<file path="src/rtl/ctpuf_resp_engine.sv">
// ---------------------------------------------------------------------------
// ctpuf_resp_engine
//
// Challenge-feedback PUF response engine. Each response bit is produced by
// evaluating a STAGES-deep swap/invert delay chain VOTES times. An arbiter
// flop samples top_out ^ bottom_out after each launch. The votes are reduced
// by majority, and the winning bit is shifted into both the response word
// and the challenge register. Because the challenge is fed back this way,
// every later bit depends on the bits produced before it.
//
// Ports:
//   clk         system clock, rising edge
//   reset       asynchronous, active-low reset
//   start       request a new response word (sampled only when idle)
//   seed        initial challenge, captured together with start
//   busy        high whenever the engine is not idle
//   resp_valid  response word is available (held until resp_ready)
//   resp_ready  consumer accepts the word
//   resp        response word; the first bit generated ends in resp[0]
//   unstable    at least one bit of the word had a non-unanimous vote
// ---------------------------------------------------------------------------
module ctpuf_resp_engine #(
  parameter int STAGES    = 32,
  parameter int CHAL_W    = 48,
  parameter int VOTES     = 3,
  parameter int RESP_BITS = 16
) (
  input  logic                 clk,
  input  logic                 reset,
  input  logic                 start,
  input  logic [CHAL_W-1:0]    seed,
  output logic                 busy,
  output logic                 resp_valid,
  input  logic                 resp_ready,
  output logic [RESP_BITS-1:0] resp,
  output logic                 unstable
);

  // Both counters are sized so that they can hold their terminal value
  // (VOTES, RESP_BITS) without wrapping.
  localparam int VW = $clog2(VOTES + 1);
  localparam int BW = $clog2(RESP_BITS + 1);

  localparam logic [VW-1:0] VOTES_V  = VW'(VOTES);
  localparam logic [VW-1:0] HALF_V   = VW'(VOTES / 2);
  localparam logic [BW-1:0] LAST_BIT = BW'(RESP_BITS - 1);

  typedef enum logic [2:0] {
    S_IDLE,
    S_PRE,
    S_LAUNCH,
    S_SAMPLE,
    S_DECIDE,
    S_HOLD
  } state_t;

  state_t                 state_reg, state_next;
  logic [CHAL_W-1:0]      chal_reg, chal_next;
  logic [RESP_BITS-1:0]   resp_reg, resp_next;
  logic                   unstable_reg, unstable_next;
  logic                   arb_reg;
  logic [VW-1:0]          ones_reg, ones_next;
  logic [VW-1:0]          vote_reg, vote_next;
  logic [BW-1:0]          bit_reg, bit_next;

  // -------------------------------------------------------------------------
  // Delay chain
  // -------------------------------------------------------------------------
  logic                   launch;
  logic [STAGES-1:0]      sel_c0;
  logic [STAGES-1:0]      sel_c1;
  logic                   chain_top;
  logic                   chain_bot;
  logic                   mid_top;
  logic                   mid_bot;
  logic                   raw;

  // Stage i consumes challenge bits 2i and 2i+1. The indices wrap modulo
  // CHAL_W, so a chain longer than CHAL_W/2 stages reuses challenge bits.
  genvar gi;
  generate
    for (gi = 0; gi < STAGES; gi++) begin : g_stage_sel
      localparam int C0_IDX = (2 * gi) % CHAL_W;
      localparam int C1_IDX = (2 * gi + 1) % CHAL_W;
      assign sel_c0[gi] = chal_reg[C0_IDX];
      assign sel_c1[gi] = chal_reg[C1_IDX];
    end
  endgenerate

  // The chain is written as a loop inside one combinational process rather
  // than as a wire array. This keeps the ripple through the stages free of
  // self-referencing vector bits.
  always_comb begin
    chain_top = launch;
    chain_bot = launch;
    mid_top   = 1'b0;
    mid_bot   = 1'b0;
    for (int i = 0; i < STAGES; i++) begin
      mid_top   = sel_c0[i] ? chain_bot : chain_top;
      mid_bot   = sel_c0[i] ? chain_top : chain_bot;
      chain_top = mid_top;
      chain_bot = mid_bot ^ sel_c1[i];
    end
    raw = chain_top ^ chain_bot;
  end

  // -------------------------------------------------------------------------
  // Vote reduction and shift helpers
  // -------------------------------------------------------------------------
  logic                 bit_val;
  logic                 split_vote;
  logic [RESP_BITS-1:0] resp_shift;
  logic [CHAL_W-1:0]    chal_shift;

  always_comb begin
    bit_val    = (ones_reg > HALF_V);
    split_vote = (ones_reg != '0) && (ones_reg != VOTES_V);
    // Shifting right and then patching the MSB also works for a 1-bit word,
    // where a part-select such as [RESP_BITS-1:1] would be reversed.
    resp_shift                = resp_reg >> 1;
    resp_shift[RESP_BITS-1]   = bit_val;
    chal_shift                = chal_reg >> 1;
    chal_shift[CHAL_W-1]      = bit_val;
  end

  // -------------------------------------------------------------------------
  // Control FSM: next-state and datapath updates
  // -------------------------------------------------------------------------
  always_comb begin
    state_next    = state_reg;
    chal_next     = chal_reg;
    resp_next     = resp_reg;
    unstable_next = unstable_reg;
    ones_next     = ones_reg;
    vote_next     = vote_reg;
    bit_next      = bit_reg;

    case (state_reg)
      S_IDLE: begin
        if (start) begin
          chal_next     = seed;
          resp_next     = '0;
          unstable_next = 1'b0;
          ones_next     = '0;
          vote_next     = '0;
          bit_next      = '0;
          state_next    = S_PRE;
        end
      end

      // One quiet cycle with the launch held low, so the chain settles
      // before every evaluation.
      S_PRE: begin
        state_next = S_LAUNCH;
      end

      S_LAUNCH: begin
        state_next = S_SAMPLE;
      end

      S_SAMPLE: begin
        ones_next = ones_reg + VW'(arb_reg);
        vote_next = vote_reg + VW'(1);
        if ((vote_reg + VW'(1)) == VOTES_V) begin
          state_next = S_DECIDE;
        end else begin
          state_next = S_PRE;
        end
      end

      S_DECIDE: begin
        resp_next     = resp_shift;
        chal_next     = chal_shift;
        unstable_next = unstable_reg | split_vote;
        ones_next     = '0;
        vote_next     = '0;
        if (bit_reg == LAST_BIT) begin
          state_next = S_HOLD;
        end else begin
          bit_next   = bit_reg + BW'(1);
          state_next = S_PRE;
        end
      end

      // The word is frozen here. A start that arrives together with
      // resp_ready is dropped, because start is only looked at in IDLE.
      S_HOLD: begin
        if (resp_ready) begin
          bit_next   = '0;
          state_next = S_IDLE;
        end
      end

      default: begin
        state_next = S_IDLE;
      end
    endcase
  end

  // -------------------------------------------------------------------------
  // State registers
  // -------------------------------------------------------------------------
  always_ff @(posedge clk or negedge reset) begin
    if (!reset) begin
      state_reg    <= S_IDLE;
      chal_reg     <= '0;
      resp_reg     <= '0;
      unstable_reg <= 1'b0;
      arb_reg      <= 1'b0;
      ones_reg     <= '0;
      vote_reg     <= '0;
      bit_reg      <= '0;
    end else begin
      state_reg    <= state_next;
      chal_reg     <= chal_next;
      resp_reg     <= resp_next;
      unstable_reg <= unstable_next;
      // The arbiter samples on every edge. Only the sample taken at the end
      // of LAUNCH is consumed, and that happens in SAMPLE.
      arb_reg      <= raw;
      ones_reg     <= ones_next;
      vote_reg     <= vote_next;
      bit_reg      <= bit_next;
    end
  end

  // -------------------------------------------------------------------------
  // Outputs
  // -------------------------------------------------------------------------
  assign launch     = (state_reg == S_LAUNCH);
  assign busy       = (state_reg != S_IDLE);
  assign resp_valid = (state_reg == S_HOLD);
  assign resp       = resp_reg;
  assign unstable   = unstable_reg;

endmodule

</file>
<file path="config.mk">
export PLATFORM = sky130hd
export DESIGN_NAME = ctpuf_resp_engine
export DESIGN_NICKNAME = d
export VERILOG_FILES = /design/src/rtl/ctpuf_resp_engine.sv
export SDC_FILE = /design/constraint.sdc
export NUM_CORES = 1
export LEC_CHECK = 0
export ABC_AREA = 1
export BUFFER_PORTS_ARGS = -buffer_cell sky130_fd_sc_hd__buf_2
export CAP_MARGIN = 10
export CORE_MARGIN = 3
export CORE_UTILIZATION = 39
export DETAILED_ROUTE_END_ITERATION = 8
export GPL_TIMING_DRIVEN = 0
export MAX_ROUTING_LAYER = met4
export SLEW_MARGIN = 20
export SYNTH_ARGS = -nofsm -noshare
export SYNTH_HDL_FRONTEND = slang
export SYNTH_SLANG_ARGS = --single-unit
export TNS_END_PERCENT = 10
</file>
<file path="constraint.sdc">
create_clock -name clk -period 10.14 [get_ports clk]
set_clock_uncertainty 0.05 [all_clocks]
set_input_delay 0.507 -clock clk [delete_from_list [all_inputs] [get_ports clk]]
set_output_delay 0.507 -clock clk [all_outputs]
set_load 0.05 [all_outputs]
</file>
# --- After elaboration in Yosys (flattened, before gate mapping) ---
# Index checks and enable logic that the tools add are counted.
word_totals:
  ff_bits: 78
  mem_count: 0
  input_bits: 52
  output_inout_bits: 19
  elab_cells: 148
  rom_bits: 0
  latch_bits: 0
  mem_bits_rw: 0
op_classes:
  multipliers: 0
  n_lt_le_gt_ge: 1
  n_eq_ne: 11
  div: 0
  shift: 0
  n_reduce_logical: 11
  add_sub_neg: 3
  mux: 80
  bitwise_logic: 34
ops:
  columns: ["cell", "n"]
  rows:
  - ["one-hot mux 48 bit (2 select lines)", 1]
  - ["two-way mux 1 bit", 63]
  - ["two-way mux 48 bit", 1]
  - ["XOR 1 bit", 33]
  - ["one-hot mux 16 bit (2 select lines)", 1]
  - ["one-hot mux 3 bit (6 select lines)", 1]
  - ["two-way mux 16 bit", 1]
  - ["two-way mux 5 bit", 3]
  - ["one-hot mux 5 bit (3 select lines)", 1]
  - ["two-way mux 3 bit", 4]
  - ["one-hot mux 2 bit (3 select lines)", 2]
  - ["nonzero test 3 bit", 3]
  - ["== test 3 x 2 -> 1 bit, second input constant", 2]
  - ["== test 3 bit, second input constant", 2]
  - ["!= test 2 bit, second input constant", 3]
  - ["AND reduction 2 bit", 3]
  - ["adder 5 x 1 -> 5 bit, second input constant", 1]
  - ["== test 5 x 4 -> 1 bit, second input constant", 1]
  - ["AND reduction 4 bit", 1]
  - ["nonzero test 2 bit", 2]
  - ["== test 3 x 1 -> 1 bit, second input constant", 1]
  - ["logical NOT 3 bit", 1]
  - ["adder 2 x 1 -> 2 bit", 1]
  - ["adder 2 x 1 -> 2 bit, second input constant", 1]
  - ["7 further kinds", 7]

# --- Longest topological paths before layout ---
depth:
  ltp_word: 65
  ltp_mapped: 65
  mapped_depth_nobuf: 65

# --- Worst setup path before layout ---
# Ideal clock, no wire load.
synth_timing:
  path_type: "register -> register"
  from: "register chal_reg[2]"
  to: "register arb_reg"
  t_arrival_ns: 5.971
  path_buffers: 1
  path_slack_ns: 4.003
  setup_time_ns: 0.116
  stages_incl_launch_ff: 64
  synth_period_minus_slack_ns: 6.137
  required_time_ns: 9.974
  cell_sequence: "dfrtp_1 > buf_4 > bufinv_8 > nand3_1 > nand3_1 > nand3_1 > nand2_2 > inv_2 > nand2_2 > nand3_1 > nand3_1 > nand3_1 > nand3_2 > nand3_1 > nand3_1 > nand3_1 > nand3_1 > nand3_1 > [... 28 more ...] > nand3_1 > nand3_1 > nand3_1 > nand3_1 > nand3_1 > nand3_1 > nand3_2 > nand3_1 > nand3_2 > nand3_1 > nand3_2 > nand3_1 > nand3_2 > nand3_1 > nand3_1 > nand3_2 > nand3_1 > nand2_1"
synth_via:
  elab_chain_len: 63
  word_cells_on_any_way: 94
  classes_between: "mux (62); bitwise (32)"
synth_rtl:
  columns: ["element", "line", "rtl"]
  rows:
  - ["start: declaration", "58", "logic [CHAL_W-1:0] chal_reg, chal_next;"]
  - ["start signal: assignment", "215", "chal_reg <= chal_next;"]
  - ["two-way mux 1 bit", "100", "mid_bot = sel_c0[i] ? chain_top : chain_bot;"]
  - ["XOR 1 bit", "102", "chain_bot = mid_bot ^ sel_c1[i];"]
  - ["two-way mux 1 bit", "100", null]
  - ["XOR 1 bit", "102", null]
  - ["two-way mux 1 bit", "100", null]
  - ["XOR 1 bit", "102", null]
  - ["two-way mux 1 bit", "100", null]
  - ["XOR 1 bit", "102", null]
  - ["[... 48 more ...]", null, null]
  - ["two-way mux 1 bit", "100", null]
  - ["XOR 1 bit", "102", null]
  - ["two-way mux 1 bit", "100", null]
  - ["XOR 1 bit", "102", null]
  - ["two-way mux 1 bit", "100", null]
  - ["XOR 1 bit", "102", null]
  - ["XOR 1 bit *", "104", "raw = chain_top ^ chain_bot;"]
  - ["via raw", "76", "logic raw;"]
  - ["end signal: assignment", "220", "arb_reg <= raw;"]
  - ["end: declaration", "61", "logic arb_reg;"]
# Mark *: on every way through the listed nets, which the timed path passes. The rest lies on a longest branch.
# A chain may end at the register's enable or synchronous reset.

# --- Worst setup path in the final report ---
layout_timing:
  from: "register chal_reg[1]"
  to: "register arb_reg"
layout_via:
  elab_chain_len: 64
  word_cells_on_any_way: 95
  classes_between: "mux (62); bitwise (33)"
layout_rtl:
  columns: ["element", "line"]
  rows:
  - ["XOR 1 bit", "102"]
  - ["two-way mux 1 bit", "100"]
  - ["XOR 1 bit", "102"]
  - ["two-way mux 1 bit", "100"]
  - ["XOR 1 bit", "102"]
  - ["two-way mux 1 bit", "100"]
  - ["XOR 1 bit", "102"]
  - ["two-way mux 1 bit", "100"]
  - ["[... 49 more ...]", null]
  - ["two-way mux 1 bit", "100"]
  - ["XOR 1 bit", "102"]
  - ["two-way mux 1 bit", "100"]
  - ["XOR 1 bit", "102"]
  - ["two-way mux 1 bit", "100"]
  - ["XOR 1 bit", "102"]
  - ["XOR 1 bit *", "104"]
  - ["via raw", "76"]
# Marked as above.

==> summary.txt <==
=========================================================================================
Proportion of register bits with asynchronous set or reset after synthesis           100%
Endpoints failing setup                                                                 0
R2R Setup Slk                                                                     2750 ps
Clock period minus worst slack                                                    7390 ps
Static leakage power                                                              2.87 nW
Hpwl dp                                                                          12100 um
Most frequent cell on the critical path                                      sky130_fd_sc_hd__nand3_1
DR pass1 iterations                                                                     5
Run status                                                                   finished, final reports clean
Number of post-CTS setup repair buffers                                                 0
Netlist area before placement                                                   5360 um^2
Most frequently used cell type in the post-synthesis netlist                 sky130_fd_sc_hd__nand3_1
Clk buf depth                                                                           2
Worst-path clk slew                                                                 60 ps
Number of synthesized flops with an enable pin                                          0
Maximum number of pins on one net before global-route repair                           49
Setup repair after global routing missed its margin                                 false
Vias per std cell                                                                    5.82
Layout cell share with drive strength beyond 1                                      14.3%
Die width                                                                          123 um
Placed cells                                                                          985
Count of endpoints failing hold in the final timing report                              0
Critical-path top delay cell                                                 sky130_fd_sc_hd__dfrtp_1
Port Buffer Count                                                                      70
Post-Place Cell Area                                                            5960 um^2
Sequential power share                                                              21.4%
Aggregate negative setup slack                                                       0 ps
Count of filler cells inserted in the layout                                         1412
Max-Slew Margin vs Limit                                                            55.1%
Starting density of the core                                                        40.1%
Arr. time, crit path                                                              7560 ps
Area enclosed by the die boundary                                              15200 um^2
CTS Buf Count                                                                           9
Count of antenna-violating nets left after detailed routing                             0
Number of warning messages in the yosys log                                             0
Final routed wirelength across all metal layers                                  15400 um
Area of the core                                                               13300 um^2
M1 WL                                                                             7030 um
Post-synth top area share                                                           36.4%
Critical Path Source Type                                                        register
CTS tree                                                                             done
Hold Buf Count CTS                                                                      0
Row cnt                                                                                42
Critical path peak fanout                                                               6
Net count after synthesis                                                             795
Cell types with the largest area share after synthesis                       sky130_fd_sc_hd__dfrtp_1 36%, sky130_fd_sc_hd__nand3_1 29%, sky130_fd_sc_hd__inv_1 5.6%
Top flip-flop cell by instance count after synthesis                         sky130_fd_sc_hd__dfrtp_1
Buffers & Inverters on Critical Path                                                    1
Via count of the first global-routing pass                                           5606
Top routing layer in use                                                             met4
Global-route wire length before repair                                           26100 um
Non-Filler Instances                                                                  999
Y dimension of the die                                                             123 um
Final Instance Area                                                             6210 um^2
Total length of routed met3 wires                                                  703 um
Utilization after layout                                                            46.6%
Number of instances in the synthesized netlist                                        738
ANT cells                                                                               0
I/O Pins                                                                               71
Portion of the post-synthesis area used by sequential elements                      36.4%
Maximum clock frequency                                                         0.135 GHz
Combinational cell fraction of total power                                          67.0%
Power density cells                                                           403 nW/um^2
Net switching power figure                                                        1.35 mW
Total internal power                                                              1.16 mW
Max-slew violations                                                                     0
Type of the worst setup path                                                   reg -> reg
Synthesized area per cell                                                       7.26 um^2
Count of max-cap constraint violations                                                  0
Worst-Margin Slew                                                                  671 ps
CP peak stage delay                                                                430 ps
Remaining Overflow, GRT                                                                 0
Clock H-tree levels                                                                     3
DRC violation count after routing                                                       0
Initial antenna violation count                                                         0
DR vias                                                                              5810
Final estimated routing congestion in global placement                              0.856
Commonest cells in the netlist                                               314 x sky130_fd_sc_hd__nand3_1, 80 x sky130_fd_sc_hd__inv_1, 78 x sky130_fd_sc_hd__dfrtp_1
Max reg flops                                                                          48
CTS resizes                                                                             0
Wire length on met2                                                               7410 um
Final net count                                                                       877
Type of the worst min-delay path                                              in -> async
Portion of the clock cycle consumed by the worst path in the final layout           72.9%
Post-synthesis cell type count                                                         30
Required time of the worst setup path                                            10310 ps
Flops & latches, synth                                                                 78
Area added between synthesis and finish                                             16.0%
Iteration-0 DRC count of the detailed router                                          471
Largest area contributor in the synthesized netlist                          sky130_fd_sc_hd__dfrtp_1
Clock tree root driver cell                                                  sky130_fd_sc_hd__clkbuf_16
Clock network fraction of design power                                              11.6%
DR WL/cell                                                                        15.4 um
Type of destination of the critical path                                         register
Number of clock sinks                                                                  78
Aggregate global-route resource usage                                               21.8%
Insertion delay to the later sink of the worst-skew pair                           330 ps
Sw Ratio                                                                            53.7%
Final-layout worst hold slack                                                     59.4 ps
Crit path max-delay family                                                   simple AND/OR/NAND/NOR gates
Maximum vdd drop                                                                 0.130 mV
=========================================================================================
[layout by cell type, fill, tap and decap left out]
cell	count
sky130_fd_sc_hd__nand3_1	314
sky130_fd_sc_hd__inv_1	80
sky130_fd_sc_hd__dfrtp_1	78
sky130_fd_sc_hd__buf_2	70
sky130_fd_sc_hd__o21ai_0	59
sky130_fd_sc_hd__a21oi_1	31
sky130_fd_sc_hd__nor3_1	30
sky130_fd_sc_hd__clkbuf_1	25
sky130_fd_sc_hd__nand2_1	24
sky130_fd_sc_hd__a221oi_1	21
sky130_fd_sc_hd__nand3_2	18
sky130_fd_sc_hd__o22ai_1	17
sky130_fd_sc_hd__nor2_1	11
sky130_fd_sc_hd__clkbuf_16	9
sky130_fd_sc_hd__inv_2	5
sky130_fd_sc_hd__ha_1	5
sky130_fd_sc_hd__nand2_2	4
sky130_fd_sc_hd__buf_4	4
sky130_fd_sc_hd__clkinv_2	3
sky130_fd_sc_hd__xnor2_1	2
sky130_fd_sc_hd__nor2_2	1
sky130_fd_sc_hd__bufinv_8	1
sky130_fd_sc_hd__clkinv_1	1
sky130_fd_sc_hd__a21o_1	1
sky130_fd_sc_hd__inv_4	1
sky130_fd_sc_hd__xor2_1	1
sky130_fd_sc_hd__nor4_1	1
sky130_fd_sc_hd__o211ai_1	1
sky130_fd_sc_hd__a22oi_1	1
sky130_fd_sc_hd__a2bb2oi_1	1
sky130_fd_sc_hd__o21a_1	1
sky130_fd_sc_hd__clkbuf_8	1
sky130_fd_sc_hd__buf_16	1
[cells by family after synthesis]
kind of cell	share of synthesized area (%)
AND/OR/NAND/NOR	38.7
adder cells (fa/ha/maj)	1.17
buffers and inverters	8.69
flip-flops	36.4
XOR/XNOR	0.491
AO/OA/AOI/OAI	14.6
[worst register-to-register path, delay by kind of cell, from the launching register on]
family	cells	cell delay [ps]
and+or+nand+nor	61	6590
DFF	1	430
buffers and inverters	1	190
[worst paths after layout]
| check | start | to | depth (start not counted) |
|---|---|---|---|
| max | chal_reg[1] | arb_reg | 62 |
| max reg2reg | chal_reg[1] | arb_reg | 62 |
| min | reset | chal_reg[8] | 1 |
| min in group clk | start | unstable | 2 |
| min reg2reg | resp[0] | resp[0] | 2 |
| max in group asynchronous | reset | resp[5] | 2 |
[power groups by stage]
| stage | Sequential (mW) | Clock (mW) | Combinational (mW) |
|---|---|---|---|
| after detailed placement | 0.540 | 0 | 1.65 |
| after global routing | 0.554 | 0.311 | 1.90 |
| after global placement | 0.532 | 0 | 1.58 |
| after floorplan | 0.525 | 0 | 1.31 |
| after CTS | 0.534 | 0.298 | 1.66 |
| final | 0.536 | 0.290 | 1.68 |
[cell type report]
cell class / count / area [um^2] / area share (%)
repair buffers: 71 / 380 / 6.12
flip-flops and latches: 78 / 1950 / 31.4
multi-input cells: 544 / 2940 / 47.3
plain buffers: 27 / 114 / 1.83
inverters: 89 / 352 / 5.66
well taps: 176 / 220 / 3.54
clock buffers: 12 / 246 / 3.97
clock inverters: 2 / 10.0 / 0.161
[stage by stage]
step	total power, mW	worst slack [ps]
6_report	2.51	2750
5_1_grt	2.76	1730
4_1_cts	2.49	2900
3_5_place_dp	2.19	2920
3_3_place_gp	2.11	3270
2_1_floorplan	1.83	4000
[routing by layer]
| metal | vias up | global-route usage, % |
|---|---|---|
| li1 | 2853 | - |
| met1 | 2769 | 28.3 |
| met2 | 167 | 35.2 |
| met3 | 21 | 3.75 |
| met4 | 0 | 6.30 |
| met5 | - | - |
Note: power is estimated with default switching activity, not from simulation.
